File: src/rtl/morse_key_decoder.sv
// Hand-key Morse receiver: synchronises and debounces KEY, times marks and gaps in
// Morse units, decodes each element string to ASCII and flags the S-O-S sequence.
module morse_key_decoder #(
    parameter int unsigned UNIT_CYCLES     = 2097152,
    parameter int unsigned DEBOUNCE_CYCLES = 16000,
    parameter int unsigned MAX_ELEMS       = 6
) (
    input  logic       CLK,
    input  logic       RST,
    input  logic       KEY,
    output logic       KEY_LEVEL,
    output logic [7:0] CHAR_DATA,
    output logic       CHAR_VALID,
    output logic       SOS_DET
);

    localparam int unsigned CNT_W = $clog2(5 * UNIT_CYCLES + 1);
    localparam int unsigned DB_W  = $clog2(DEBOUNCE_CYCLES + 1);
    localparam int unsigned LEN_W = $clog2(MAX_ELEMS + 1);

    localparam logic [CNT_W-1:0] GAP_TH  = CNT_W'(2 * UNIT_CYCLES);
    localparam logic [CNT_W-1:0] WORD_TH = CNT_W'(5 * UNIT_CYCLES);
    localparam logic [DB_W-1:0]  DB_LAST = DB_W'(DEBOUNCE_CYCLES - 1);
    localparam logic [LEN_W-1:0] LEN_MAX = LEN_W'(MAX_ELEMS);
    localparam logic [7:0]       CH_SPACE = 8'h20;
    localparam logic [7:0]       CH_UNK   = 8'h3F;

    typedef enum logic [1:0] {
        IDLE,
        MARK,
        GAP,
        WORD
    } state_t;

    logic                 key_meta_q;
    logic                 key_sync_q;
    logic [DB_W-1:0]      db_cnt_q, db_cnt_d;
    logic                 key_level_q, key_level_d;
    logic                 key_prev_q;
    logic                 rise, fall;

    logic [CNT_W-1:0]     cnt_q, cnt_d;
    logic                 clr_cnt;

    state_t               state_q, state_d;
    logic [MAX_ELEMS-1:0] buf_q, buf_d;
    logic [LEN_W-1:0]     len_q, len_d;
    logic                 err_q, err_d;
    logic                 emit_char, emit_space;

    logic [7:0]           decoded;
    logic [7:0]           char_data_q, char_data_d;
    logic                 char_valid_q, char_valid_d;
    logic                 sos_q, sos_d;
    logic [7:0]           hist_old_q, hist_old_d;
    logic [7:0]           hist_new_q, hist_new_d;

    // Keyed by (length, elements) with the first element in bit 0, dash = 1.
    function automatic logic [7:0] decode(input logic [LEN_W-1:0] len,
                                          input logic [MAX_ELEMS-1:0] code);
        logic [11:0] key;
        key = {4'(len), 8'(code)};
        case (key)
            {4'd1, 8'd0}:  decode = "E";
            {4'd1, 8'd1}:  decode = "T";
            {4'd2, 8'd0}:  decode = "I";
            {4'd2, 8'd1}:  decode = "N";
            {4'd2, 8'd2}:  decode = "A";
            {4'd2, 8'd3}:  decode = "M";
            {4'd3, 8'd0}:  decode = "S";
            {4'd3, 8'd1}:  decode = "D";
            {4'd3, 8'd2}:  decode = "R";
            {4'd3, 8'd3}:  decode = "G";
            {4'd3, 8'd4}:  decode = "U";
            {4'd3, 8'd5}:  decode = "K";
            {4'd3, 8'd6}:  decode = "W";
            {4'd3, 8'd7}:  decode = "O";
            {4'd4, 8'd0}:  decode = "H";
            {4'd4, 8'd1}:  decode = "B";
            {4'd4, 8'd2}:  decode = "L";
            {4'd4, 8'd3}:  decode = "Z";
            {4'd4, 8'd4}:  decode = "F";
            {4'd4, 8'd5}:  decode = "C";
            {4'd4, 8'd6}:  decode = "P";
            {4'd4, 8'd8}:  decode = "V";
            {4'd4, 8'd9}:  decode = "X";
            {4'd4, 8'd11}: decode = "Q";
            {4'd4, 8'd13}: decode = "Y";
            {4'd4, 8'd14}: decode = "J";
            {4'd5, 8'd0}:  decode = "5";
            {4'd5, 8'd1}:  decode = "6";
            {4'd5, 8'd3}:  decode = "7";
            {4'd5, 8'd7}:  decode = "8";
            {4'd5, 8'd15}: decode = "9";
            {4'd5, 8'd16}: decode = "4";
            {4'd5, 8'd24}: decode = "3";
            {4'd5, 8'd28}: decode = "2";
            {4'd5, 8'd30}: decode = "1";
            {4'd5, 8'd31}: decode = "0";
            default:       decode = CH_UNK;
        endcase
    endfunction

    // A new level must persist DEBOUNCE_CYCLES consecutive cycles to be accepted.
    always_comb begin
        db_cnt_d    = '0;
        key_level_d = key_level_q;
        if (key_sync_q != key_level_q) begin
            if (db_cnt_q == DB_LAST) begin
                key_level_d = key_sync_q;
            end else begin
                db_cnt_d = db_cnt_q + 1'b1;
            end
        end
    end

    assign rise = key_level_q & ~key_prev_q;
    assign fall = ~key_level_q & key_prev_q;

    always_comb begin
        cnt_d = cnt_q;
        if (rise || fall || clr_cnt) begin
            cnt_d = '0;
        end else if (cnt_q != WORD_TH) begin
            cnt_d = cnt_q + 1'b1;
        end
    end

    always_comb begin
        state_d    = state_q;
        buf_d      = buf_q;
        len_d      = len_q;
        err_d      = err_q;
        clr_cnt    = 1'b0;
        emit_char  = 1'b0;
        emit_space = 1'b0;
        case (state_q)
            IDLE: begin
                if (rise) state_d = MARK;
            end
            MARK: begin
                if (fall) begin
                    if (len_q == LEN_MAX) begin
                        err_d = 1'b1;
                    end else begin
                        buf_d[len_q] = (cnt_q >= GAP_TH);
                        len_d        = len_q + 1'b1;
                    end
                    state_d = GAP;
                end
            end
            GAP: begin
                // A rise on the threshold cycle keeps the character open.
                if (rise) begin
                    state_d = MARK;
                end else if (cnt_q == GAP_TH) begin
                    emit_char = 1'b1;
                    buf_d     = '0;
                    len_d     = '0;
                    err_d     = 1'b0;
                    clr_cnt   = 1'b1;
                    state_d   = WORD;
                end
            end
            WORD: begin
                if (rise) begin
                    state_d = MARK;
                end else if (cnt_q == WORD_TH) begin
                    emit_space = 1'b1;
                    state_d    = IDLE;
                end
            end
            default: state_d = IDLE;
        endcase
    end

    always_comb begin
        decoded      = err_q ? CH_UNK : decode(len_q, buf_q);
        char_valid_d = emit_char | emit_space;
        char_data_d  = char_data_q;
        sos_d        = 1'b0;
        hist_old_d   = hist_old_q;
        hist_new_d   = hist_new_q;
        if (emit_space) begin
            char_data_d = CH_SPACE;
            hist_old_d  = '0;
            hist_new_d  = '0;
        end else if (emit_char) begin
            char_data_d = decoded;
            sos_d       = (decoded == "S") && (hist_old_q == "S") && (hist_new_q == "O");
            hist_old_d  = hist_new_q;
            hist_new_d  = decoded;
        end
    end

    always_ff @(posedge CLK or posedge RST) begin
        if (RST) begin
            key_meta_q   <= 1'b0;
            key_sync_q   <= 1'b0;
            db_cnt_q     <= '0;
            key_level_q  <= 1'b0;
            key_prev_q   <= 1'b0;
            cnt_q        <= '0;
            state_q      <= IDLE;
            buf_q        <= '0;
            len_q        <= '0;
            err_q        <= 1'b0;
            char_data_q  <= '0;
            char_valid_q <= 1'b0;
            sos_q        <= 1'b0;
            hist_old_q   <= '0;
            hist_new_q   <= '0;
        end else begin
            key_meta_q   <= KEY;
            key_sync_q   <= key_meta_q;
            db_cnt_q     <= db_cnt_d;
            key_level_q  <= key_level_d;
            key_prev_q   <= key_level_q;
            cnt_q        <= cnt_d;
            state_q      <= state_d;
            buf_q        <= buf_d;
            len_q        <= len_d;
            err_q        <= err_d;
            char_data_q  <= char_data_d;
            char_valid_q <= char_valid_d;
            sos_q        <= sos_d;
            hist_old_q   <= hist_old_d;
            hist_new_q   <= hist_new_d;
        end
    end

    assign KEY_LEVEL  = key_level_q;
    assign CHAR_DATA  = char_data_q;
    assign CHAR_VALID = char_valid_q;
    assign SOS_DET    = sos_q;

endmodule
File: config.mk
export PLATFORM = sky130hd
export DESIGN_NAME = morse_key_decoder
export DESIGN_NICKNAME = d
export VERILOG_FILES = /design/src/rtl/morse_key_decoder.sv
export SDC_FILE = /design/constraint.sdc
export NUM_CORES = 1
export LEC_CHECK = 0
export CAP_MARGIN = 10
export CORE_ASPECT_RATIO = 1.25
export CORE_MARGIN = 3
export CORE_UTILIZATION = 61
export DETAILED_ROUTE_END_ITERATION = 16
export PLACE_DENSITY = 0.82
export SYNTH_ARGS = -nofsm -noshare
export SYNTH_HDL_FRONTEND = slang
export SYNTH_SLANG_ARGS = --single-unit
File: constraint.sdc
create_clock -name CLK -period 7.65 [get_ports CLK]
set_input_delay 1.53 -clock CLK [delete_from_list [all_inputs] [get_ports CLK]]
set_output_delay 1.53 -clock CLK [all_outputs]
set_load 0.01 [all_outputs]
* Yosys cells after proc, flatten, opt, wreduce, memory -nomap -nowiden
Index checks and enable logic that the tools add are counted.
** Word-level totals
- Register bits after elaboration :: 80
- Latch bits :: 0
- Bits in writable memories :: 0
- ROM bits :: 0
- Output and inout bits :: 11
- Logic and storage cells :: 139
- Memories :: 0
** Operators by class
- $add $sub $neg :: 3
- Multiply operators :: 0
- Div/mod/pow operators :: 0
- Order comparisons :: 3
- Equality and inequality tests :: 56
- Shifts and indexed selects :: 0
- Muxes and demuxes :: 44
- Bitwise gates (word level) :: 5
- Reductions and logical operators :: 13
** Operator list (count)
- one-hot mux 7 bit (36 select lines) :: 1
- == test 9 bit, second input constant :: 22
- == test 9 x 8 -> 1 bit, second input constant :: 12
- 2-to-1 mux 24 bit :: 2
- 2-to-1 mux 8 bit :: 6
- 2-to-1 mux 14 bit :: 2
- adder 24 x 1 -> 24 bit, second input constant :: 1
- == test 24 x 23 -> 1 bit, second input constant :: 1
- == test 24 bit, second input constant :: 1
- == test 8 x 7 -> 1 bit, second input constant :: 3
- greater-or-equal comparator 24 x 23 -> 1 bit, second input constant :: 1
- 2-to-1 mux 6 bit :: 4
- != test 24 bit, second input constant :: 1
- == test 9 x 7 -> 1 bit, second input constant :: 2
- adder 14 x 1 -> 14 bit, second input constant :: 1
- == test 14 bit, second input constant :: 1
- 2-to-1 mux 1 bit :: 13
- 2-to-1 mux 2 bit :: 6
- 2-to-1 mux 3 bit :: 4
- != test 2 bit, second input constant :: 6
- one-hot mux 6 bit (2 select lines) :: 1
- AND reduction 5 bit :: 2
- one-hot mux 2 bit (4 select lines) :: 1
- bitwise mux 6 bit :: 1
- 20 further kinds :: 29

* Logic depth before layout (Yosys ltp)
Gate-level depths: netlist of the first run.
- Word-level depth :: 8
- Depth in mapped cells :: 10

* Least setup slack after synthesis of the first run
OpenSTA, ideal clock, no wires.
- Path type :: register to register
- From :: register len_q[0]
- To :: register sos_q (netlist: SOS_DET)
- Data arrival time :: 2.429 ns
- Slack :: 5.126 ns
- Cell stages (with the launch flop) :: 10
- Buffers on the path :: 1
- Clock period less this slack :: 2.524 ns
- Path through :: dfrtp_1 -> clkbuf_1 -> inv_1 -> ha_1 -> nor4b_1 -> a22o_1 -> nor4_1 -> and4bb_4 -> or3_4 -> nor4_4
** On the way
- Longest elaborated chain between the ends :: 8
- Elaborated cells on any way between the ends :: 43
- Classes of those cells :: eq/ne: 37; mux: 4; reduce/logical: 2
** RTL lines
- start: declaration :: line 47 : logic [LEN_W-1:0] len_q, len_d;
- start signal: assignment :: line 222 : len_q <= len_d;
- == test 9 bit (tied with other cells) :: line 63 : case (key)
- one-hot mux 7 bit (36 select lines) * :: line 63
- 2-to-1 mux 8 bit * :: line 178 : decoded = err_q ? CH_UNK : decode(len_q, buf_q);
- == test 8 x 7 -> 1 bit * :: line 190 : sos_d = (decoded == "S") && (hist_old_q == "S") && (hist_new_q == "O");
- logical AND 1 bit * (2 in a row) :: line 190
- 2-to-1 mux 1 bit * :: line 188 : end else if (emit_char) begin
- 2-to-1 mux 1 bit * :: line 184 : if (emit_space) begin
- named net sos_d :: line 54 : logic sos_q, sos_d;
- end signal: assignment :: line 226 : sos_q <= sos_d;
- end: declaration :: line 54
The timed path passes the listed nets; every way through them passes the cells marked *.
A chain may end at the register's enable or synchronous reset.

* Worst setup path in the final report of the first run
- From :: register len_q[1]
- To :: register sos_q (netlist: SOS_DET)
Same word-level chain as after synthesis.

==> impl_metrics.py, run 1 <==
metrics = {
    "route": {
        "wl_per_cell_um": 15.4,
        "dr.first_iter.drc_count": 216,
        "num_vias": 3357,
        "route.detailed.drc": 0,
        "finalWirelength_um": 8380,
        "antenna_left": 0,
        "vias_per_cell": 6.17,
        "drtPass1Iterations": 5,
    },
    "place": {
        "routabilityCongestion": 0.846,
        "dpl.hpwl_um": 5750,
        "pre_cts_slack_ps": 4550,
        "io_buffers": 12,
    },
    "yosys": {
        "synth_seq_cells": 71,
        "syn_nets": 472,
        "synth_area_um2": 4190,
        "synth_largest_area_cell": "dfrtp_1",
        "yosysSeqAreaShare_pct": 42.5,
        "synthCells": 460,
        "synth_warnings": 0,
        "synth_cell_types": 64,
        "synth_area_leaders": "dfrtp_1 42%, nor2_1 5.5%, xor2_1 4.8%",
        "synth_ff_type": "dfrtp_1",
        "synth.most_common_cell": "dfrtp_1",
        "synth-async-reset-ratio_pct": 100,
        "avgSynthCellArea_um2": 9.10,
        "synth-edff-count": 0,
        "yosysTopAreaCellShare_pct": 42.5,
        "netlist_top_cells_count": "71 x dfrtp_1, 61 x nor2_1, 46 x nand2_1, 29 x nand3_1, 23 x xor2_1",
    },
    "finish": {
        "final_nets": 464,
        "multi_input_area_um2": 2200,
        "ff_latch_area_um2": 1780,
        "drive_above_1_share_pct": 7.66,
        "utilization_pct": 67.7,
        "syn_to_final_growth_pct": 6.94,
        "fill_cells": 511,
        "diodes": 0,
    },
    "worst_setup_path": {
        "crit_type": "reg -> reg",
        "r2r_cells": 8,
        "worstPathCellList": "inv_1 > ha_1 > nor4bb_1 > a21oi_1 > o22a_1 > and4bb_4 > or3_4 > nor4_4",
        "slowest_delay_ps": 930,
        "cp_slowest_cell": "nor4bb_1",
        "worstPathMaxFanout": 7,
        "critPathRequiredTime_ps": 7910,
        "rr_startpoint": "len_q[1]$_DFFE_PP0P_",
        "end_kind": "register",
        "arrival_ps": 3420,
        "r2r_end": "SOS_DET$_DFF_PP0_",
        "r2r_setup_slack_ps": 4490,
        "critPathLaunchType": "register",
    },
    "sta": {
        "min_period_over_period_pct": 41.3,
        "setup_tns_ps": 0,
        "hold_viol": 0,
        "timing.fmax_mhz": 316,
        "slew-limit-headroom_pct": 27.8,
        "fin_crit_ps": 3160,
        "final-max-slew-violation-count": 0,
        "setup_viol": 0,
        "setup_slack_ps": 4490,
        "rsz0062_at_grt": "no",
        "tightest_slew_ps": 1070,
        "fin_skew_ps": 15.5,
    },
    "clocking": {
        "cts_setup_buffers": 0,
        "cts_max_path_buffers": 2,
        "hold_buffers": 0,
        "ctsResizeCount": 0,
        "cts_root_buf": "clkbuf_8",
        "clkTransAtPathRegs_ps": 80,
        "cts_sinks": 71,
        "clock_latency_ps": 350,
        "htree_levels": 3,
        "cts_buffers": 9,
        "cts_tree": "built",
    },
    "min_path": {
        "min_to": "key_sync_q$_DFF_PP0_",
        "holdPathStages": 0,
        "min_path_type": "reg -> reg",
        "hp-start": "key_meta_q$_DFF_PP0_",
    },
    "global_route": {
        "grt_overflow": 0,
        "grt_pass1_wl_um": 14800,
        "grt_max_degree": 72,
        "grt_pass1_vias": 3315,
        "antenna_found_initial": 0,
        "grt_usage_pct": 23.2,
    },
    "floorplanning": {
        "start_util_pct": 63.4,
        "core_area_um2": 6610,
        "die_area_um2": 7900,
        "io_pins": 14,
        "rows": 33,
        "die_w_um": 80.1,
        "die_h_um": 98.6,
    },
    "power": {
        "power_density_nw_per_um2": 156,
        "power.leakage_nw": 1.95,
        "p_total_uw": 698,
        "ir_worst_vdd_mv": 0.118,
    },
    "flow_run": {
        "cap_violations": 0,
    },
    "outcome": {
        "status": "finished clean",
    },
}
## critical path: cells and delay by family, from the launching register on
| kind | cells | cell delay (ps) |
|---|---|---|
| compound gates | 2 | 410 |
| simple gates | 4 | 1780 |
| buf+inv | 1 | 200 |
| fa+ha+maj | 1 | 240 |
| flops | 1 | 450 |
## final cells by class
cell class | instances | area share [%]
Multi-Input combinational cell | 342 | 49.1
Sequential cell | 71 | 39.7
Clock buffer | 10 | 3.08
Timing Repair Buffer | 14 | 3.02
Tap cell | 87 | 2.43
Clock inverter | 6 | 1.54
Inverter | 14 | 1.17
## placed cells by master, fill, tap and decap left out, drive strengths merged, types with 3 or more instances in the layout
master / count
a21oi: 13
o2111ai: 4
clkbuf: 10
a21o: 3
nand4: 13
nor4b: 5
a32oi: 4
nand2: 46
o21ai: 15
nand3: 29
a31oi: 4
xnor2: 10
nor2: 61
ha: 9
clkinv: 3
clkdlybuf4s50: 12
nor2b: 5
or3: 8
o211ai: 3
nand4b: 4
and2: 3
nor3: 8
and3b: 3
and3: 6
nand2b: 4
dfrtp: 71
nor4: 11
mux2i: 8
nand3b: 3
inv: 15
xor2: 23
## flip-flops by register name, summed over array words and instances, names as in the netlist
name        cells
state_q         2
cnt_q          24
key_prev_q      1
db_cnt_q       14
hist_old_q      7
KEY_LEVEL       1
SOS_DET         1
CHAR_VALID      1
CHAR_DATA       6
key_sync_q      1
hist_new_q      2
err_q           1
buf_q           6
key_meta_q      1
len_q           3
## report_power, final
part	switching, mW	leakage [nW]	total [mW]	internal (mW)
Clock	0.146	0.103	0.307	0.161
Combinational	0.00988	0.874	0.0129	0.00300
Sequential	0.00124	0.971	0.378	0.377
Total	0.157	1.95	0.698	0.541
## how the worst max path moves through the flow
| stage | depth (start not counted) | endpoint | slack, ps | startpoint |
|---|---|---|---|---|
| floorplan | 1 | CHAR_DATA[0]$_DFFE_PP0P_ | 4320 | RST |
| global placement | 8 | SOS_DET$_DFF_PP0_ | 4640 | len_q[1]$_DFFE_PP0P_ |
| detailed placement | 8 | SOS_DET$_DFF_PP0_ | 4550 | len_q[1]$_DFFE_PP0P_ |
| CTS | 8 | SOS_DET$_DFF_PP0_ | 4500 | len_q[1]$_DFFE_PP0P_ |
| global route | 8 | SOS_DET$_DFF_PP0_ | 4180 | len_q[1]$_DFFE_PP0P_ |
| finish | 8 | SOS_DET$_DFF_PP0_ | 4490 | len_q[1]$_DFFE_PP0P_ |
## layer usage
metal | global-route usage (%) | vias up | wire length (um) | part of all wire, %
li1 | - | 1610 | - | -
met1 | 29.0 | 1629 | 3570 | 43
met2 | 38.0 | 92 | 4220 | 50
met3 | 3.20 | 26 | 289 | 3.4
met4 | 13.1 | 0 | 296 | 3.5
met5 | 0 | - | 0 | 0
## cell families after synthesis
group / share of synthesized area (%)
and+or+nand+nor: 29.6
xor gates and xnor gates: 6.91
DFF: 42.5
adders and majority gates: 2.69
buffers and inverters: 5.23
AOI/OAI and AO/OA: 11.2
other: 0.0896
muxes: 1.91
## through the flow
step / area [um^2] / hold slack [ps] / cells
global placement: 4270 / 337 / 528
finish: 4480 / 354 / 544
floorplan: 4190 / 331 / 460
detailed placement: 4270 / 339 / 528
CTS: 4480 / 356 / 544
global route: 4480 / 358 / 544
Power figures use the tool's default switching activity.
==> inputs of run 2 (changes only) <==
==> constraint.sdc (replaced) <==
create_clock -name CLK -period 3.2 [get_ports CLK]
set_input_delay 0.64 -clock CLK [delete_from_list [all_inputs] [get_ports CLK]]
set_output_delay 0.64 -clock CLK [all_outputs]
set_load 0.01 [all_outputs]
==> impl_metrics.py, run 2 (synthesis results as in run 1) <==
metrics = {
    "outcome": {
        "status": "finished clean",
    },
    "floorplanning": {
        "die_w_um": 80.1,
        "rows": 33,
        "start_util_pct": 63.4,
        "die_area_um2": 7900,
        "die_h_um": 98.6,
        "core_area_um2": 6610,
        "io_pins": 14,
    },
    "worst_setup_path": {
        "critPathRequiredTime_ps": 3460,
        "crit_type": "reg -> reg",
        "critPathLaunchType": "register",
        "r2r_setup_slack_ps": 440,
        "arrival_ps": 3020,
        "worstPathMaxFanout": 11,
        "end_kind": "register",
    },
    "power": {
        "power.leakage_nw": 2.00,
        "power_density_nw_per_um2": 377,
        "ir_worst_vdd_mv": 0.390,
        "p_total_mw": 1.72,
    },
    "route": {
        "antenna_left": 0,
        "dr.first_iter.drc_count": 219,
        "wl_per_cell_um": 15.9,
        "drtPass1Iterations": 4,
        "finalWirelength_um": 8780,
        "vias_per_cell": 6.14,
        "num_vias": 3394,
        "route.detailed.drc": 0,
    },
    "finish": {
        "top_regs": "cnt_q: 24 flops, db_cnt_q: 14 flops, hist_old_q: 7 flops",
        "drive_above_1_share_pct": 9.23,
        "mostFrequentLayoutCell": "dfrtp_1",
        "diodes": 0,
        "final_cell_mix": "71 x dfrtp_1, 61 x nor2_1, 46 x nand2_1, 29 x nand3_1, 23 x xor2_1",
        "largest_register": "cnt_q",
        "largest_reg_flops": 24,
        "syn_to_final_growth_pct": 9.18,
        "final_nets": 473,
        "utilization_pct": 69.2,
    },
    "global_route": {
        "grt_pass1_vias": 3374,
        "grt_max_degree": 72,
        "grt_overflow": 0,
        "grt_usage_pct": 24.2,
        "antenna_found_initial": 0,
        "grt_pass1_wl_um": 15300,
    },
    "sta": {
        "tightest_slew_ps": 773,
        "rsz0062_at_grt": "no",
        "setup_viol": 0,
        "timing.hold.ws_ps": 351,
        "fin_skew_ps": 12.4,
        "hold_viol": 0,
        "timing.fmax_mhz": 362,
        "fin_crit_ps": 2760,
        "setup_slack_ps": 437,
        "final-max-slew-violation-count": 0,
        "setup_tns_ps": 0,
        "slew-limit-headroom_pct": 47.8,
        "min_period_over_period_pct": 86.4,
    },
    "place": {
        "io_buffers": 12,
        "dpl.hpwl_um": 6070,
        "routabilityCongestion": 0.966,
        "pre_cts_slack_ps": 496,
    },
    "clocking": {
        "cts_root_buf": "clkbuf_8",
        "cts_setup_buffers": 0,
        "clock_latency_ps": 340,
        "cts_buffers": 9,
        "clkTransAtPathRegs_ps": 80,
        "cts_tree": "built",
        "cts_sinks": 71,
        "ctsResizeCount": 0,
        "htree_levels": 3,
        "hold_buffers": 0,
        "cts_max_path_buffers": 2,
    },
    "min_path": {
        "min_path_type": "reg -> reg",
    },
    "flow_run": {
        "cap_violations": 0,
    },
}
## run 2: worst paths after layout
check | endpoint | cells past startpoint | startpoint
min in group asynchronous | db_cnt_q[10]$_DFF_PP0_ | 3 | RST
hold / removal | key_sync_q$_DFF_PP0_ | 0 | key_meta_q$_DFF_PP0_
hold reg to reg | key_sync_q$_DFF_PP0_ | 0 | key_meta_q$_DFF_PP0_
setup / recovery | SOS_DET$_DFF_PP0_ | 8 | len_q[0]$_DFFE_PP0P_
max in group asynchronous | len_q[1]$_DFFE_PP0P_ | 3 | RST
setup reg to reg | SOS_DET$_DFF_PP0_ | 8 | len_q[0]$_DFFE_PP0P_
## run 2: final cells by class
class                           instances  area, um^2
Fill cell                             506        2040
Timing Repair Buffer                   23         215
Clock inverter                          6        92.6
Multi-Input combinational cell        342        2200
Sequential cell                        71        1780
Inverter                               14        52.6
Clock buffer                           10         128
Tap cell                               87         109
## run 2: per-stage QoR
step	area, um^2	instances
final	4570	553
after global routing	4570	553
after CTS	4570	553
after detailed placement	4350	537
after global placement	4350	537
after floorplan	4190	460
## run 2: metal layers
metal  track usage (%)  wire length, um  vias up
li1                  -                -     1633
met2              40.6             4400      113
met1              29.8             3700     1619
met3              4.84              387       29
met5                 0                0        -
met4              10.9              294        0
## run 2: critical path, stage by stage (launching register included)
cell and delay, ps:
dfrtp_1 500, inv_1 150, ha_1 210, nor4b_1 650, a22o_1 250, nor4_1 70
and4bb_4 230, or3_4 400, nor4_4 210
## run 2: report_power, final
group	leakage (nW)	total, mW	internal (mW)	switching (mW)
sequential	0.971	0.904	0.901	0.00299
clock	0.103	0.787	0.443	0.344
combinational	0.926	0.0332	0.00900	0.0242
==> inputs of run 3 (changes only) <==
--- a/config.mk
+++ b/config.mk
@@ -5,11 +5,12 @@
 export SDC_FILE = /design/constraint.sdc
 export NUM_CORES = 1
 export LEC_CHECK = 0
-export CAP_MARGIN = 10
+export CAP_MARGIN = 15
 export CORE_ASPECT_RATIO = 1.25
 export CORE_MARGIN = 3
 export CORE_UTILIZATION = 61
 export DETAILED_ROUTE_END_ITERATION = 16
+export HOLD_SLACK_MARGIN = 0.02
 export PLACE_DENSITY = 0.82
 export SYNTH_ARGS = -nofsm -noshare
 export SYNTH_HDL_FRONTEND = slang
==> results of run 3 <==
The final DEF is identical to that of run 2; final timing and power are the same.
